**config.mk**
```make
export PLATFORM = sky130hd
export DESIGN_NAME = traffic_light_ctrl
export DESIGN_NICKNAME = d
export VERILOG_FILES = /design/src/rtl/traffic_pkg.sv /design/src/rtl/tick_timer.sv /design/src/rtl/traffic_light_ctrl.sv
export SDC_FILE = /design/constraint.sdc
export NUM_CORES = 1
export LEC_CHECK = 0
export CAP_MARGIN = 40
export CORE_UTILIZATION = 49
export DETAILED_ROUTE_END_ITERATION = 10
export PLACE_DENSITY = 0.78
export REMOVE_ABC_BUFFERS = 1
export SETUP_SLACK_MARGIN = 0.02
export SKIP_LAST_GASP = 1
export SYNTH_ARGS = -nofsm -noshare
export SYNTH_HDL_FRONTEND = slang
export SYNTH_SLANG_ARGS = --single-unit
```
**constraint.sdc**
```tcl
create_clock -name clk -period 2.3 [get_ports clk]
set_clock_uncertainty 0.15 [all_clocks]
set_input_delay 0.46 -clock clk [delete_from_list [all_inputs] [get_ports clk]]
set_output_delay 0.46 -clock clk [all_outputs]
set_load 0.03 [all_outputs]
```
**src/rtl/traffic_pkg.sv**
```systemverilog
// Shared state codes, lamp encodings and default timing for the traffic light controller.
// The pedestrian phase exists only when TRAFFIC_PED_WALK_EN is defined.
package traffic_pkg;

    typedef enum logic [2:0] {
        ALLRED_A  = 3'd0,
        NS_GREEN  = 3'd1,
        NS_YELLOW = 3'd2,
        ALLRED_B  = 3'd3,
        EW_GREEN  = 3'd4,
        EW_YELLOW = 3'd5,
        PED_WALK  = 3'd6,
        BAD_CODE  = 3'd7
    } tl_state_e;

    localparam logic [2:0] LAMP_RED    = 3'b100;
    localparam logic [2:0] LAMP_YELLOW = 3'b010;
    localparam logic [2:0] LAMP_GREEN  = 3'b001;

    localparam int DEF_GREEN_T     = 10;
    localparam int DEF_YELLOW_T    = 3;
    localparam int DEF_ALLRED_T    = 1;
    localparam int DEF_MIN_GREEN_T = 4;
    localparam int DEF_WALK_T      = 5;

    typedef struct packed {
        logic [2:0] ns;
        logic [2:0] ew;
        logic       walk;
    } lamps_t;

    // Anything that is not a green/yellow phase shows red both ways.
    function automatic lamps_t decode_lamps(input tl_state_e s);
        lamps_t l;
        l.ns   = LAMP_RED;
        l.ew   = LAMP_RED;
        l.walk = 1'b0;
        case (s)
            NS_GREEN:  l.ns   = LAMP_GREEN;
            NS_YELLOW: l.ns   = LAMP_YELLOW;
            EW_GREEN:  l.ew   = LAMP_GREEN;
            EW_YELLOW: l.ew   = LAMP_YELLOW;
            PED_WALK:  l.walk = 1'b1;
            default:   ;
        endcase
        return l;
    endfunction

endpackage

```
**src/rtl/tick_timer.sv**
```systemverilog
// Per-state down-counter: loads a duration, decrements once per tick, and flags
// the tick on which the current state's time runs out.
module tick_timer #(
    parameter int RESET_VAL = 1
) (
    input  logic       clk,
    input  logic       rst,
    input  logic       tick,
    input  logic       load,
    input  logic [7:0] load_val,
    output logic [7:0] remain,
    output logic       expire
);

    logic [7:0] remain_reg;

    always_ff @(posedge clk) begin
        if (rst) begin
            remain_reg <= 8'(RESET_VAL);
        end else if (load) begin
            remain_reg <= load_val;
        end else if (tick && remain_reg != 8'd0) begin
            remain_reg <= remain_reg - 8'd1;
        end
    end

    assign remain = remain_reg;
    assign expire = tick && (remain_reg == 8'd1);

endmodule

```
**src/rtl/traffic_light_ctrl.sv**
```systemverilog
// Two-way intersection controller with all-red clearance and optional pedestrian phase.
// Define TRAFFIC_PED_WALK_EN to build the pedestrian request/walk logic.
module traffic_light_ctrl
    import traffic_pkg::*;
#(
    parameter int GREEN_T     = DEF_GREEN_T,
    parameter int YELLOW_T    = DEF_YELLOW_T,
    parameter int ALLRED_T    = DEF_ALLRED_T,
    parameter int MIN_GREEN_T = DEF_MIN_GREEN_T,
    parameter int WALK_T      = DEF_WALK_T
) (
    input  logic       clk,
    input  logic       rst,
    input  logic       tick,
    input  logic       ped_req,
    output logic [2:0] ns_light,
    output logic [2:0] ew_light,
    output logic       walk,
    output logic [2:0] state,
    output logic [7:0] remain
);

    // A pending request may cut green short once remain has fallen to this value.
    localparam logic [7:0] CUT_AT = 8'(GREEN_T - MIN_GREEN_T + 1);

    tl_state_e  state_reg, state_next;
    logic       go;
    logic       expire;
    logic       ped_cut;
    logic       ped_sel;
    logic [2:0] ns_light_reg, ew_light_reg;
    logic       walk_reg;
    lamps_t     lamps_next;

`ifdef TRAFFIC_PED_WALK_EN
    localparam bit WALK_EN = 1'b1;
    logic ped_pend_reg;

    assign ped_cut = tick && ped_pend_reg && (remain <= CUT_AT);
    assign ped_sel = ped_pend_reg;

    // Entry into the walk phase consumes the request, even if the button is still held.
    always_ff @(posedge clk) begin
        if (rst) begin
            ped_pend_reg <= 1'b0;
        end else if (go && state_next == PED_WALK) begin
            ped_pend_reg <= 1'b0;
        end else if (ped_req && state_reg != PED_WALK) begin
            ped_pend_reg <= 1'b1;
        end
    end
`else
    localparam bit WALK_EN = 1'b0;
    logic ped_req_unused;

    assign ped_req_unused = ped_req;
    assign ped_cut        = 1'b0;
    assign ped_sel        = 1'b0;
`endif

    function automatic logic [7:0] state_dur(input tl_state_e s);
        case (s)
            NS_GREEN, EW_GREEN:   return 8'(GREEN_T);
            NS_YELLOW, EW_YELLOW: return 8'(YELLOW_T);
            PED_WALK:             return 8'(WALK_T);
            default:              return 8'(ALLRED_T);
        endcase
    endfunction

    always_comb begin
        state_next = state_reg;
        go         = 1'b0;
        case (state_reg)
            ALLRED_A: if (expire) begin
                go         = 1'b1;
                state_next = ped_sel ? PED_WALK : NS_GREEN;
            end
            NS_GREEN: if (expire || ped_cut) begin
                go         = 1'b1;
                state_next = NS_YELLOW;
            end
            NS_YELLOW: if (expire) begin
                go         = 1'b1;
                state_next = ALLRED_B;
            end
            ALLRED_B: if (expire) begin
                go         = 1'b1;
                state_next = EW_GREEN;
            end
            EW_GREEN: if (expire || ped_cut) begin
                go         = 1'b1;
                state_next = EW_YELLOW;
            end
            EW_YELLOW: if (expire) begin
                go         = 1'b1;
                state_next = ALLRED_A;
            end
            PED_WALK: if (expire) begin
                go         = 1'b1;
                state_next = NS_GREEN;
            end
            default: begin
                go         = 1'b1;
                state_next = ALLRED_A;
            end
        endcase
    end

    assign lamps_next = decode_lamps(state_next);

    // Lamps are registered alongside the state so both change on the same edge.
    always_ff @(posedge clk) begin
        if (rst) begin
            state_reg    <= ALLRED_A;
            ns_light_reg <= LAMP_RED;
            ew_light_reg <= LAMP_RED;
            walk_reg     <= 1'b0;
        end else begin
            state_reg    <= state_next;
            ns_light_reg <= lamps_next.ns;
            ew_light_reg <= lamps_next.ew;
            walk_reg     <= WALK_EN && lamps_next.walk;
        end
    end

    tick_timer #(
        .RESET_VAL (ALLRED_T)
    ) u_timer (
        .clk      (clk),
        .rst      (rst),
        .tick     (tick),
        .load     (go),
        .load_val (state_dur(state_next)),
        .remain   (remain),
        .expire   (expire)
    );

    assign state    = state_reg;
    assign ns_light = ns_light_reg;
    assign ew_light = ew_light_reg;
    assign walk     = walk_reg;

endmodule

```
==> results of run 1 <==
## layout make-up
cell class	instances	area, sq um	area share (%)
multi-input combinational	76	590.6	48.26
sequential	17	340.3	27.81
timing repair buffer	24	227.7	18.61
tap	25	31.28	2.556
clock buffer	4	26.28	2.147
inverter	2	7.507	0.6135
## logic make-up (layout without fill, tap and decap cells)
family,after synthesis,count (layout),synth area share (%)
AND/OR/NAND/NOR,36,36,25.38
AO/OA/AOI/OAI,28,28,21.43
flip-flops,17,17,34.69
buffers and inverters,9,30,5.101
XOR/XNOR,7,7,8.165
adder cells (fa/ha/maj),3,3,3.827
other,1,1,0.3823
multiplexers,1,1,1.020
## cells in the final DEF (no fill, tap or decap), types with 2 or more instances in the layout
cell / netlist / final
a21oi_1: 8 / 8
buf_4: 2 / 5
clkbuf_4: 0 / 3
clkdlybuf4s50_1: 0 / 19
dfxtp_1: 17 / 17
ha_1: 3 / 3
inv_1: 2 / 2
nand2_1: 3 / 3
nand2b_1: 4 / 4
nand3_1: 2 / 2
nand4_1: 2 / 2
nor2_1: 8 / 8
nor3_1: 2 / 2
nor4b_2: 2 / 2
o21a_1: 2 / 2
o21ai_0: 2 / 2
o31ai_1: 2 / 2
o32a_1: 2 / 2
or3_1: 2 / 2
xnor2_1: 3 / 3
xor2_1: 3 / 3
## power by group through the flow
stage          sequential [mW]  combinational, mW  clock (mW)
2_1_floorplan            0.624              0.489           0
3_3_place_gp             0.448              0.927           0
3_5_place_dp             0.449              0.957           0
4_1_cts                  0.444              0.959       0.163
5_1_grt                  0.455               1.03       0.183
6_report                 0.446              0.958       0.161
## worst max-delay path by stage
stage,start,end,slack (ns),cells after the start
floorplan,u_timer.remain[1]$_SDFFE_PP0P_,ew_light[0]$_SDFF_PP0_,0.22,6
global placement,tick,u_timer.remain[1]$_SDFFE_PP0P_,0.12,5
detailed placement,tick,u_timer.remain[1]$_SDFFE_PP0P_,0.09,5
CTS,u_timer.remain[2]$_SDFFE_PP0P_,remain[2],0.15,1
global route,u_timer.remain[2]$_SDFFE_PP0P_,remain[2],0.09,1
finish,u_timer.remain[2]$_SDFFE_PP0P_,remain[2],0.16,1
## routing by layer
| metal | routed length (microns) | share of wire, % | track usage (%) | up-vias |
|---|---|---|---|---|
| met2 | 999 | 48 | 33.06 | 20 |
| li1 | - | - | - | 421 |
| met1 | 1004 | 48 | 29.74 | 416 |
| met5 | 0 | 0 | 0 | - |
| met3 | 66 | 3.2 | 3.462 | 2 |
| met4 | 13 | 0.62 | 5.143 | 0 |
## metrics by stage
stage | cell area [sq um] | hold WS (ns)
2_1_floorplan | 938.4 | 0.3791
3_3_place_gp | 1197 | 0.3650
3_5_place_dp | 1197 | 0.3761
4_1_cts | 1224 | 0.3918
5_1_grt | 1224 | 0.4123
6_report | 1224 | 0.3883
==> key figures, run 1 <==
Die
  • Die width: 46.74 microns
  • Die area: 2185 sq um
  • IO Pins: 22
  • Vert. Die Dim: 46.74 microns
  • Starting density of the core: 54.44%
  • # rows: 15
  • Core area: 1802 sq um

Yosys
  • Top_reg_cell synth: dfxtp_1
  • Seq cells post-synth: 17
  • Synthesized area: 980.9 sq um
  • Post-synth top area cell: dfxtp_1
  • Post-synth EDFFs: 0
  • Most frequent cells after synthesis: dfxtp_1 (17), a21oi_1 (8), nor2_1 (8), nand2b_1 (4)
  • Synth area leaders: dfxtp_1 (35%), a21oi_1 (4.1%), ha_1 (3.8%), nor2_1 (3.1%), nor4b_2 (3.1%)
  • Synth cell types: 48
  • Share of the synthesized area in the top cell type: 34.69%
  • Synth Area per Inst: 9.617 sq um
  • Gate Count Post-Synth: 102
  • Ys async rst share: 0%
  • Post-synthesis sequential area ratio: 34.69%
  • Most common cell in the netlist: dfxtp_1
  • Synth warn: 0

Placement
  • Routability cong.: 0.8078
  • Placed Cells: 144
  • Post-DP HPWL: 1595 microns
  • Port Buf Inserts: 19
  • Pre-CTS WS: 0.08513 ns

Worst setup path
  • Crit Path Max Fanout: 7
  • Crit start category: flip-flop
  • Reg-to-reg startpoint: u_timer.remain[1]$_SDFFE_PP0P_
  • Worst reg2reg path endpoint: ew_light[0]$_SDFF_PP0_
  • Crit path DAT: 1.53 ns
  • Critical path's slowest cell: clkdlybuf4s50_1
  • Worst path bufs/invs: 1
  • Cells on worst reg2reg path: 6
  • Worst Setup End Kind: primary output
  • Largest stage delay on the critical path: 0.73 ns
  • Crit path cell chain: clkdlybuf4s50_1
  • Family with the most delay on the worst path: buffers and inverters
  • Register-to-Register Setup Slack: 0.22 ns
  • CP required: 1.69 ns
  • Worst setup path class: reg2out

Power and ir drop
  • Leakage: 0.4314 nW
  • Power share of the clock group: 10.3%
  • Logic pwr share: 61.2%
  • Sequential Power Share: 28.5%
  • PwrDens: 1279 nW/um^2
  • Power Internal: 833.7 uW
  • P_sw: 730.8 uW
  • VDD IR max: 0.7050 mV
  • Tot Pwr: 1.564 mW
  • Sw frac: 46.71%

Route
  • Vias: 859
  • TritonRoute pass-1 iters: 4
  • Detail Route Antenna Nets: 0
  • Initial DRC count: 26
  • DRC viols: 0
  • Via density: 5.804
  • Routed wire length: 2084 microns
  • Drt wl/cell: 14.08 microns

Clock tree
  • CTS H-tree depth: 1
  • Resize count post-CTS: 0
  • Clock root buffer: clkbuf_4
  • Reg clk slew, reported paths: 0.10 ns
  • Clock tree from TritonCTS: yes
  • Maximum clock path buffer count: 2
  • Clock network latency to the later pin of the worst-skew pair: 0.28 ns
  • Setup repair bufs after CTS: 0
  • CTS Hold Bufs: 0
  • Clk sinks: 17
  • CTS Buf Count: 3

Finish
  • Final std cells w/o fill: 148
  • Largest register FFs: 8
  • N_diodes: 0
  • Filler Cell Count: 154
  • Final nets: 131
  • Layout cell share with drive strength beyond 1: 15.45%
  • Area Growth Syn to Fin: 24.74%
  • Fin util: 67.92%

Timing
  • Final setup viols: 0
  • Final period util: 93.16%
  • Max Fclk: 0.4667 GHz
  • Fin. max-slew vios: 0
  • RSZ-0062 raised after global routing: false
  • Setup tns final: 0 ns
  • Fin crit period: 2.143 ns
  • Endpoints failing hold: 0
  • Post-route worst setup slack: 0.1574 ns

GRT
  • Grt total ovfl: 0
  • Antenna violations before repair: 0
  • GR Util All Layers: 20.92%
  • Vias in the first global route: 710
  • Global-route wire length before repair: 3256 microns
  • Largest net degree at the start of global routing: 17

Hold path
  • Hold Startpoint: u_timer.remain[4]$_SDFFE_PP0P_
  • Hold path depth: 2
  • Hold Crit Endpoint: u_timer.remain[4]$_SDFFE_PP0P_
  • Worst min-delay path category: reg2reg

Outcome
  • Outcome: finished clean

Run
  • Max-cap violation count: 0
No activity file was read; power rests on OpenSTA's default activity.
==> run 2, diff against run 1 <==
- CAP_MARGIN: 40 -> 25
- CORE_UTILIZATION: 49 -> 50
- SYNTH_HIERARCHICAL: default -> 1
==> run 2 against run 1 <==
  * The flow now finishes with violations (negative setup slack)
  * Sequential power increased by 11%
  * Count of clock-buffer cells in the layout decreased by 1
  * Fmax down 11%
  * Via count grew 51%
  * Worst hold slack better by 0.12 ns
  * Critical endpoint is now u_timer/remain[2]$_SDFFE_PP0P_
==> key figures, run 2 <==
Worst setup path
  • Crit path cell chain: inv_1 > ha_1 > nand2_1 > nor4_4 > buf_6 > a31o_4 > buf_6 > nor3_1 > o2111ai_1 > o211ai_1
  • Most used cell, CP: buf_6
  • CP required: 2.36 ns (+0.67 ns)
  • Crit Path Max Fanout: 6 (-1)
  • Worst Setup End Kind: flip-flop
  • Largest stage delay on the critical path: 0.40 ns (-0.33 ns)
  • Critical path's slowest cell: dfxtp_1
  • Register-to-Register Setup Slack: -0.09 ns (-0.31 ns)
  • Worst path bufs/invs: 3 (+2)
  • Crit path DAT: 2.45 ns (+0.92 ns)
  • Family with the most delay on the worst path: compound AO/OA/AOI/OAI gates
  • Crit start category: flip-flop
  • Worst setup path class: reg2reg

Timing
  • Final period util: 104.1% (+11 points)
  • Max Fclk: 0.4176 GHz (-11%)
  • Post-route worst setup slack: -0.09464 ns (-0.2520 ns)
  • Final setup viols: 2 (+2)
  • Least-Margin Pin Slew: 0.8408 ns
  • Endpoints failing hold: 0 (unchanged)
  • Fin crit period: 2.395 ns (+0.2520 ns)
  • Fin. max-slew vios: 0 (unchanged)
  • Max transition margin: 43.82%
  • RSZ-0062 raised after global routing: true

Die
  • Die width: 49.09 microns (+5.0%)
  • Starting density of the core: 54.83% (+0.38 points)
  • IO Pins: 22 (unchanged)
  • # rows: 16 (+1)
  • Die area: 2409 sq um (+10%)
  • Vert. Die Dim: 49.09 microns (+5.0%)
  • Core area: 2022 sq um (+12%)

Finish
  • N_diodes: 0 (unchanged)
  • Most common cell after layout, fill and taps aside: buf_4
  • Register Area: 342.8 sq um (+0.74%)
  • Commonest cells after routing, fill and taps aside: buf_4 (21), clkdlybuf4s50_1 (19), dfxtp_1 (15)
  • Final nets: 182 (+39%)
  • Filler Cell Count: 105 (-32%)
  • Multi-input gate area: 867.1 sq um (+47%)
  • Final std cells w/o fill: 201 (+36%)
  • Layout cell share with drive strength beyond 1: 33.91% (+18 points)
  • Area Growth Syn to Fin: 52.71%
  • Largest register FFs: 8 (unchanged)

Yosys
  • Synth warn: 6 (+6)
  • Post-synth top area cell: dfxtp_1
  • Post-synth EDFFs: 0 (unchanged)
  • Post-synthesis sequential area ratio: 30.70% (-4.0 points)
  • Synth area leaders: dfxtp_1 (31%), nor2_1 (4.4%), a21oi_1 (4.1%), ha_1 (3.4%), a2111oi_0 (3.2%)
  • Synth cell types: 46 (-4.2%)
  • Most frequent cells after synthesis: dfxtp_1 (17), nor2_1 (13), a21oi_1 (9), nand2_1 (7), o21ai_0 (6)
  • Seq cells post-synth: 17 (unchanged)
  • Ys async rst share: 0% (unchanged)
  • Top_reg_cell synth: dfxtp_1
  • Most common cell in the netlist: dfxtp_1
  • Synthesized area: 1109 sq um (+13%)
  • Gate Count Post-Synth: 134 (+31%)
  • Share of the synthesized area in the top cell type: 30.70% (-4.0 points)
  • Synth Area per Inst: 8.273 sq um (-14%)

GRT
  • Largest net degree at the start of global routing: 16 (-1)
  • Vias in the first global route: 1140 (+61%)
  • Global-route wire length before repair: 5313 microns (+63%)
  • Antenna violations before repair: 0 (unchanged)
  • Grt total ovfl: 0 (unchanged)
  • GR Util All Layers: 29.23% (+8.3 points)

Clock tree
  • Maximum clock path buffer count: 2 (unchanged)
  • CTS Buf Count: 3 (unchanged)
  • Clk sinks: 17 (unchanged)
  • Clock root buffer: clkbuf_4
  • Clock tree from TritonCTS: yes
  • CTS Hold Bufs: 0 (unchanged)
  • Clock network latency to the later pin of the worst-skew pair: 0.30 ns (+0.02 ns)
  • Reg clk slew, reported paths: 0.11 ns (about the same)
  • CTS H-tree depth: 1 (unchanged)

Placement
  • Pre-CTS WS: -0.3222 ns (-0.4073 ns)
  • Routability cong.: 0.9191 (+14%)
  • Placed Cells: 195 (+35%)
  • Post-DP HPWL: 2193 microns (+37%)
  • Port Buf Inserts: 19 (unchanged)

Power and ir drop
  • VDD IR max: 1.170 mV (+66%)
  • Tot Pwr: 2.697 mW (+72%)
  • Leakage: 0.6286 nW (+46%)
  • PwrDens: 1593 nW/um^2 (+25%)

Route
  • Drt wl/cell: 19.68 microns (+40%)
  • Detail Route Antenna Nets: 0 (unchanged)
  • Via density: 6.473 (+12%)
  • DRC viols: 0 (unchanged)
  • TritonRoute pass-1 iters: 4 (unchanged)
  • Routed wire length: 3956 microns (+90%)
  • Initial DRC count: 53 (+100%)
  • Vias: 1301 (+51%)

Run
  • Max-cap violation count: 0 (unchanged)

Hold path
  • Worst min-delay path category: reg2reg

Outcome
  • Failing checks: negative setup slack
  • Outcome: complete, but fails checks
run 2: cell count changes after synthesis, moves of 3 or more:
cell       previous run  this run
nor2_1                8        13
a2111oi_0             0         4
nand2_1               3         7
nor2b_1               0         4
o21ai_0               2         6
nor3_1                2         5
o211ai_1              0         3
run 2: area by class of cell:
cell class	instances	share of cell area, %
inverter	4	1.035
clock buffer	3	1.330
sequential	17	20.25
tap	27	1.996
timing repair buffer	45	23.87
multi-input combinational	104	51.22
clock inverter	1	0.2956
run 2: per-stage QoR:
| stage | TNS, ns | hold WS (ns) | util, % | instance area (sq um) |
|---|---|---|---|---|
| final | -0.1600 | 0.5075 | 83.73 | 1693 |
| after global routing | -0.6508 | 0.5339 | 83.73 | 1693 |
| after CTS | 0 | 0.4306 | 73.76 | 1491 |
| after detailed placement | -1.708 | 0.4082 | 71.66 | 1449 |
| after global placement | -1.471 | 0.4053 | 71.66 | 1449 |
| after floorplan | -20.92 | 0.3791 | - | 1039 |
run 2: worst reg2reg max path: stages, from the launching register on:
cell       delay (ns)
dfxtp_1          0.40
inv_1            0.11
ha_1             0.19
nand2_1          0.14
nor4_4           0.05
buf_6            0.15
a31o_4           0.25
buf_6            0.14
nor3_1           0.31
o2111ai_1        0.23
o211ai_1         0.18
run 2: worst paths after layout:
check | from | end | cells past startpoint
worst max-delay path | u_timer/remain[1]$_SDFFE_PP0P_ | u_timer/remain[2]$_SDFFE_PP0P_ | 10
worst min-delay path | u_timer/remain[7]$_SDFFE_PP0P_ | u_timer/remain[7]$_SDFFE_PP0P_ | 2
worst max register to register | u_timer/remain[1]$_SDFFE_PP0P_ | u_timer/remain[2]$_SDFFE_PP0P_ | 10
worst min register to register | u_timer/remain[7]$_SDFFE_PP0P_ | u_timer/remain[7]$_SDFFE_PP0P_ | 2
run 2: cells by family (layout without fill, tap and decap cells):
logic type | after synthesis | after routing | synth area share (%)
AO/OA/AOI/OAI | 39 | 39 | 25.85
AND/OR/NAND/NOR | 53 | 53 | 27.54
XOR/XNOR | 4 | 4 | 3.161
buffers and inverters | 17 | 53 | 9.029
flip-flops | 17 | 17 | 30.70
other | 1 | 5 | 0.3383
adder cells (fa/ha/maj) | 3 | 3 | 3.386
run 2: what timing repair did:
item,CTS,global route
endpoints found under the setup margin,8,8
resized for setup,5,37
pin swaps,1,7
setup buffers,0,2
run 2: layer usage:
| layer | track usage, % | up-vias | wire length [microns] |
|---|---|---|---|
| met1 | 35.31 | 631 | 1552 |
| met3 | 8.411 | 21 | 300 |
| li1 | - | 572 | - |
| met2 | 48.86 | 77 | 1910 |
| met5 | 0 | - | 0 |
| met4 | 10.29 | 0 | 192 |
run 2: where the power goes:
group	total [mW]	internal [mW]	switching (mW)
clock	0.170	0.0648	0.105
sequential	0.495	0.390	0.105
combinational	2.03	0.914	1.12
total	2.70	1.37	1.33
==> run 3, diff against run 2 <==
- TNS_END_PERCENT: default -> 30
==> run 3 against run 2 <==
  * The run still ends with negative setup slack left
  * Non-clock buffer count unchanged
  * Largest cell class unchanged
  * Critical path type unchanged
  * Sequential power about the same
  * Worst hold slack got worse by 0.048 ns
  * Via count decreased by 0.92%
  * Register-to-register slack got worse by 0.07 ns
  * Power decreased by 3.5%
  * Count of clock-buffer cells in the layout unchanged
  * Flip-flop and latch count unchanged
  * Clock power about the same
==> key figures, run 3 (same netlist as run 2, synthesis figures left out) <==
Timing
  • Fin. max-slew vios: 0 (unchanged)
  • WHS: 0.4595 ns (-0.04798 ns)
  • RSZ-0062 raised after global routing: true
  • Fin crit period: 2.464 ns (+0.06890 ns)
  • Post-route worst setup slack: -0.1635 ns (-0.06890 ns)
  • Max transition margin: 35.90% (-7.9 points)
  • Final setup viols: 2 (unchanged)
  • Endpoints failing hold: 0 (unchanged)
  • Max Fclk: 0.4059 GHz (-2.8%)
  • Final period util: 107.1% (+3.0 points)
  • Least-Margin Pin Slew: 0.9594 ns (+0.1185 ns)

Route
  • Routed wire length: 3797 microns (-4.0%)
  • Detail Route Antenna Nets: 0 (unchanged)
  • Vias: 1289 (-0.92%)
  • Initial DRC count: 114 (+120%)
  • Via density: 6.413 (-0.92%)
  • DRC viols: 0 (unchanged)
  • Drt wl/cell: 18.89 microns (-4.0%)
  • TritonRoute pass-1 iters: 5 (+1)

Clock tree
  • Maximum clock path buffer count: 2 (unchanged)
  • Clock network latency to the later pin of the worst-skew pair: 0.30 ns (about the same)
  • Clk sinks: 17 (unchanged)
  • CTS Buf Count: 3 (unchanged)
  • Reg clk slew, reported paths: 0.11 ns (about the same)
  • CTS H-tree depth: 1 (unchanged)
  • CTS Hold Bufs: 0 (unchanged)
  • Clock root buffer: clkbuf_4
  • Clock tree from TritonCTS: yes

Placement
  • Cell area after placement: 1449 sq um (unchanged)
  • Placed Cells: 195 (unchanged)
  • Pre-CTS WS: -0.3222 ns (unchanged)
  • Post-DP HPWL: 2193 microns (unchanged)
  • Port Buf Inserts: 19 (unchanged)
  • Routability cong.: 0.9191 (unchanged)

Worst setup path
  • Cells on worst reg2reg path: 5 (-5)
  • Critical path origin: u_timer/remain[1]$_SDFFE_PP0P_
  • Reg-to-reg startpoint: u_timer/remain[1]$_SDFFE_PP0P_
  • Crit Path Max Fanout: 5 (-1)
  • Worst reg2reg path endpoint: u_timer/remain[0]$_SDFFE_PP1P_
  • Crit path cell chain: inv_1 > ha_1 > nor3b_1 > a21boi_0 > o221a_4
  • Worst Setup End Kind: flip-flop
  • Worst setup path class: reg2reg
  • Largest stage delay on the critical path: 0.80 ns (+0.40 ns)
  • Crit start category: flip-flop
  • CP required: 2.35 ns (about the same)
  • Crit path DAT: 2.51 ns (+0.06 ns)
  • Worst path bufs/invs: 1 (-2)
  • Register-to-Register Setup Slack: -0.16 ns (-0.07 ns)
  • Critical path's slowest cell: nor3b_1
  • Family with the most delay on the worst path: simple AND/OR/NAND/NOR gates

GRT
  • Vias in the first global route: 1140 (unchanged)
  • GR Util All Layers: 29.23% (unchanged)
  • Global-route wire length before repair: 5313 microns (unchanged)
  • Largest net degree at the start of global routing: 16 (unchanged)
  • Antenna violations before repair: 0 (unchanged)
  • Grt total ovfl: 0 (unchanged)

Finish
  • N_diodes: 0 (unchanged)
  • Commonest cells after routing, fill and taps aside: buf_4 (24), clkdlybuf4s50_1 (19), dfxtp_1 (15)
  • Post-route cell area: 1648 sq um (-2.7%)
  • Final nets: 182 (unchanged)
  • Final std cells w/o fill: 201 (unchanged)
  • Most common cell after layout, fill and taps aside: buf_4
  • Largest register FFs: 8 (unchanged)
  • Layout cell share with drive strength beyond 1: 32.18% (-1.7 points)
  • Area Growth Syn to Fin: 48.65%

Die
  • Core area: 2022 sq um (unchanged)
  • IO Pins: 22 (unchanged)
  • Die area: 2409 sq um (unchanged)
  • Vert. Die Dim: 49.09 microns (unchanged)
  • Starting density of the core: 54.83% (unchanged)
  • Die width: 49.09 microns (unchanged)
  • # rows: 16 (unchanged)

Power and ir drop
  • Leakage: 0.6203 nW (-1.3%)
  • VDD IR max: 1.237 mV (+5.7%)
  • PwrDens: 1579 nW/um^2 (-0.86%)

Hold path
  • Hold Startpoint: u_timer/remain[7]$_SDFFE_PP0P_
  • Hold Crit Endpoint: u_timer/remain[7]$_SDFFE_PP0P_
  • Hold path depth: 2 (unchanged)
  • Worst min-delay path category: reg2reg

Outcome
  • Outcome: complete, but fails checks
  • Failing checks: negative setup slack

Run
  • Max-cap violation count: 0 (unchanged)
## run 3: cell types whose count changed in the layout (fill, tap and decap cells not counted)
cell	change
a311oi_1	+1
a311oi_2	-1
a2111oi_2	+1
buf_6	-3
nor2_1	+2
a2111oi_4	-1
nor2_4	-2
buf_4	+3
## run 3: cell type report
class	instances	area, sq um
tap	27	33.78
clock inverter	1	5.005
inverter	4	17.52
multi-input combinational	104	833.3
sequential	17	342.8
clock buffer	3	22.52
timing repair buffer	45	392.9
fill	114	374.1
## run 3: worst max path at each step
stage	cells after the start	to	slack (ns)
global route	5	u_timer/remain[0]$_SDFFE_PP1P_	-0.17
floorplan	6	u_timer/remain[4]$_SDFFE_PP0P_	-1.66
CTS	7	u_timer/remain[4]$_SDFFE_PP0P_	0.02
global placement	8	u_timer/remain[4]$_SDFFE_PP0P_	-0.24
finish	5	u_timer/remain[0]$_SDFFE_PP1P_	-0.16
detailed placement	8	u_timer/remain[4]$_SDFFE_PP0P_	-0.32
## run 3: where the power goes
part,leakage (nW),internal (mW),switching (mW),total (mW)
clock,0.0177,0.0648,0.105,0.170
combinational,0.463,0.864,1.07,1.94
sequential,0.140,0.390,0.105,0.495
## run 3: tightest hold or removal path, cell delays in order, from the launching register on
cell and delay (ns):
dfxtp_1 0.39, o31ai_1 0.10, a311oi_1 0.08
## run 3: per-layer routing
layer  wire length, microns  global-route usage [%]  up-vias
met5                      0                       0        -
li1                       -                       -      572
met2                   1819                   48.86       95
met3                    378                   8.411       33
met4                    221                   10.29        0
met1                   1377                   35.31      589
## run 3: metrics by stage
step	util [%]	TNS, ns	total power [mW]
floorplan	-	-20.92	1.305
global placement	71.66	-1.471	1.913
detailed placement	71.66	-1.708	1.973
CTS	73.76	0	2.183
global route	81.50	-0.5530	2.722
finish	81.50	-0.2315	2.602
## run 3: timing repair
| item | in CTS | in global routing |
|---|---|---|
| resized for setup | 5 | 28 |
| setup endpoints to repair | 8 | 8 |
| cloned | 0 | 0 |
| pin swaps | 1 | 6 |
| setup buffers | 0 | 2 |
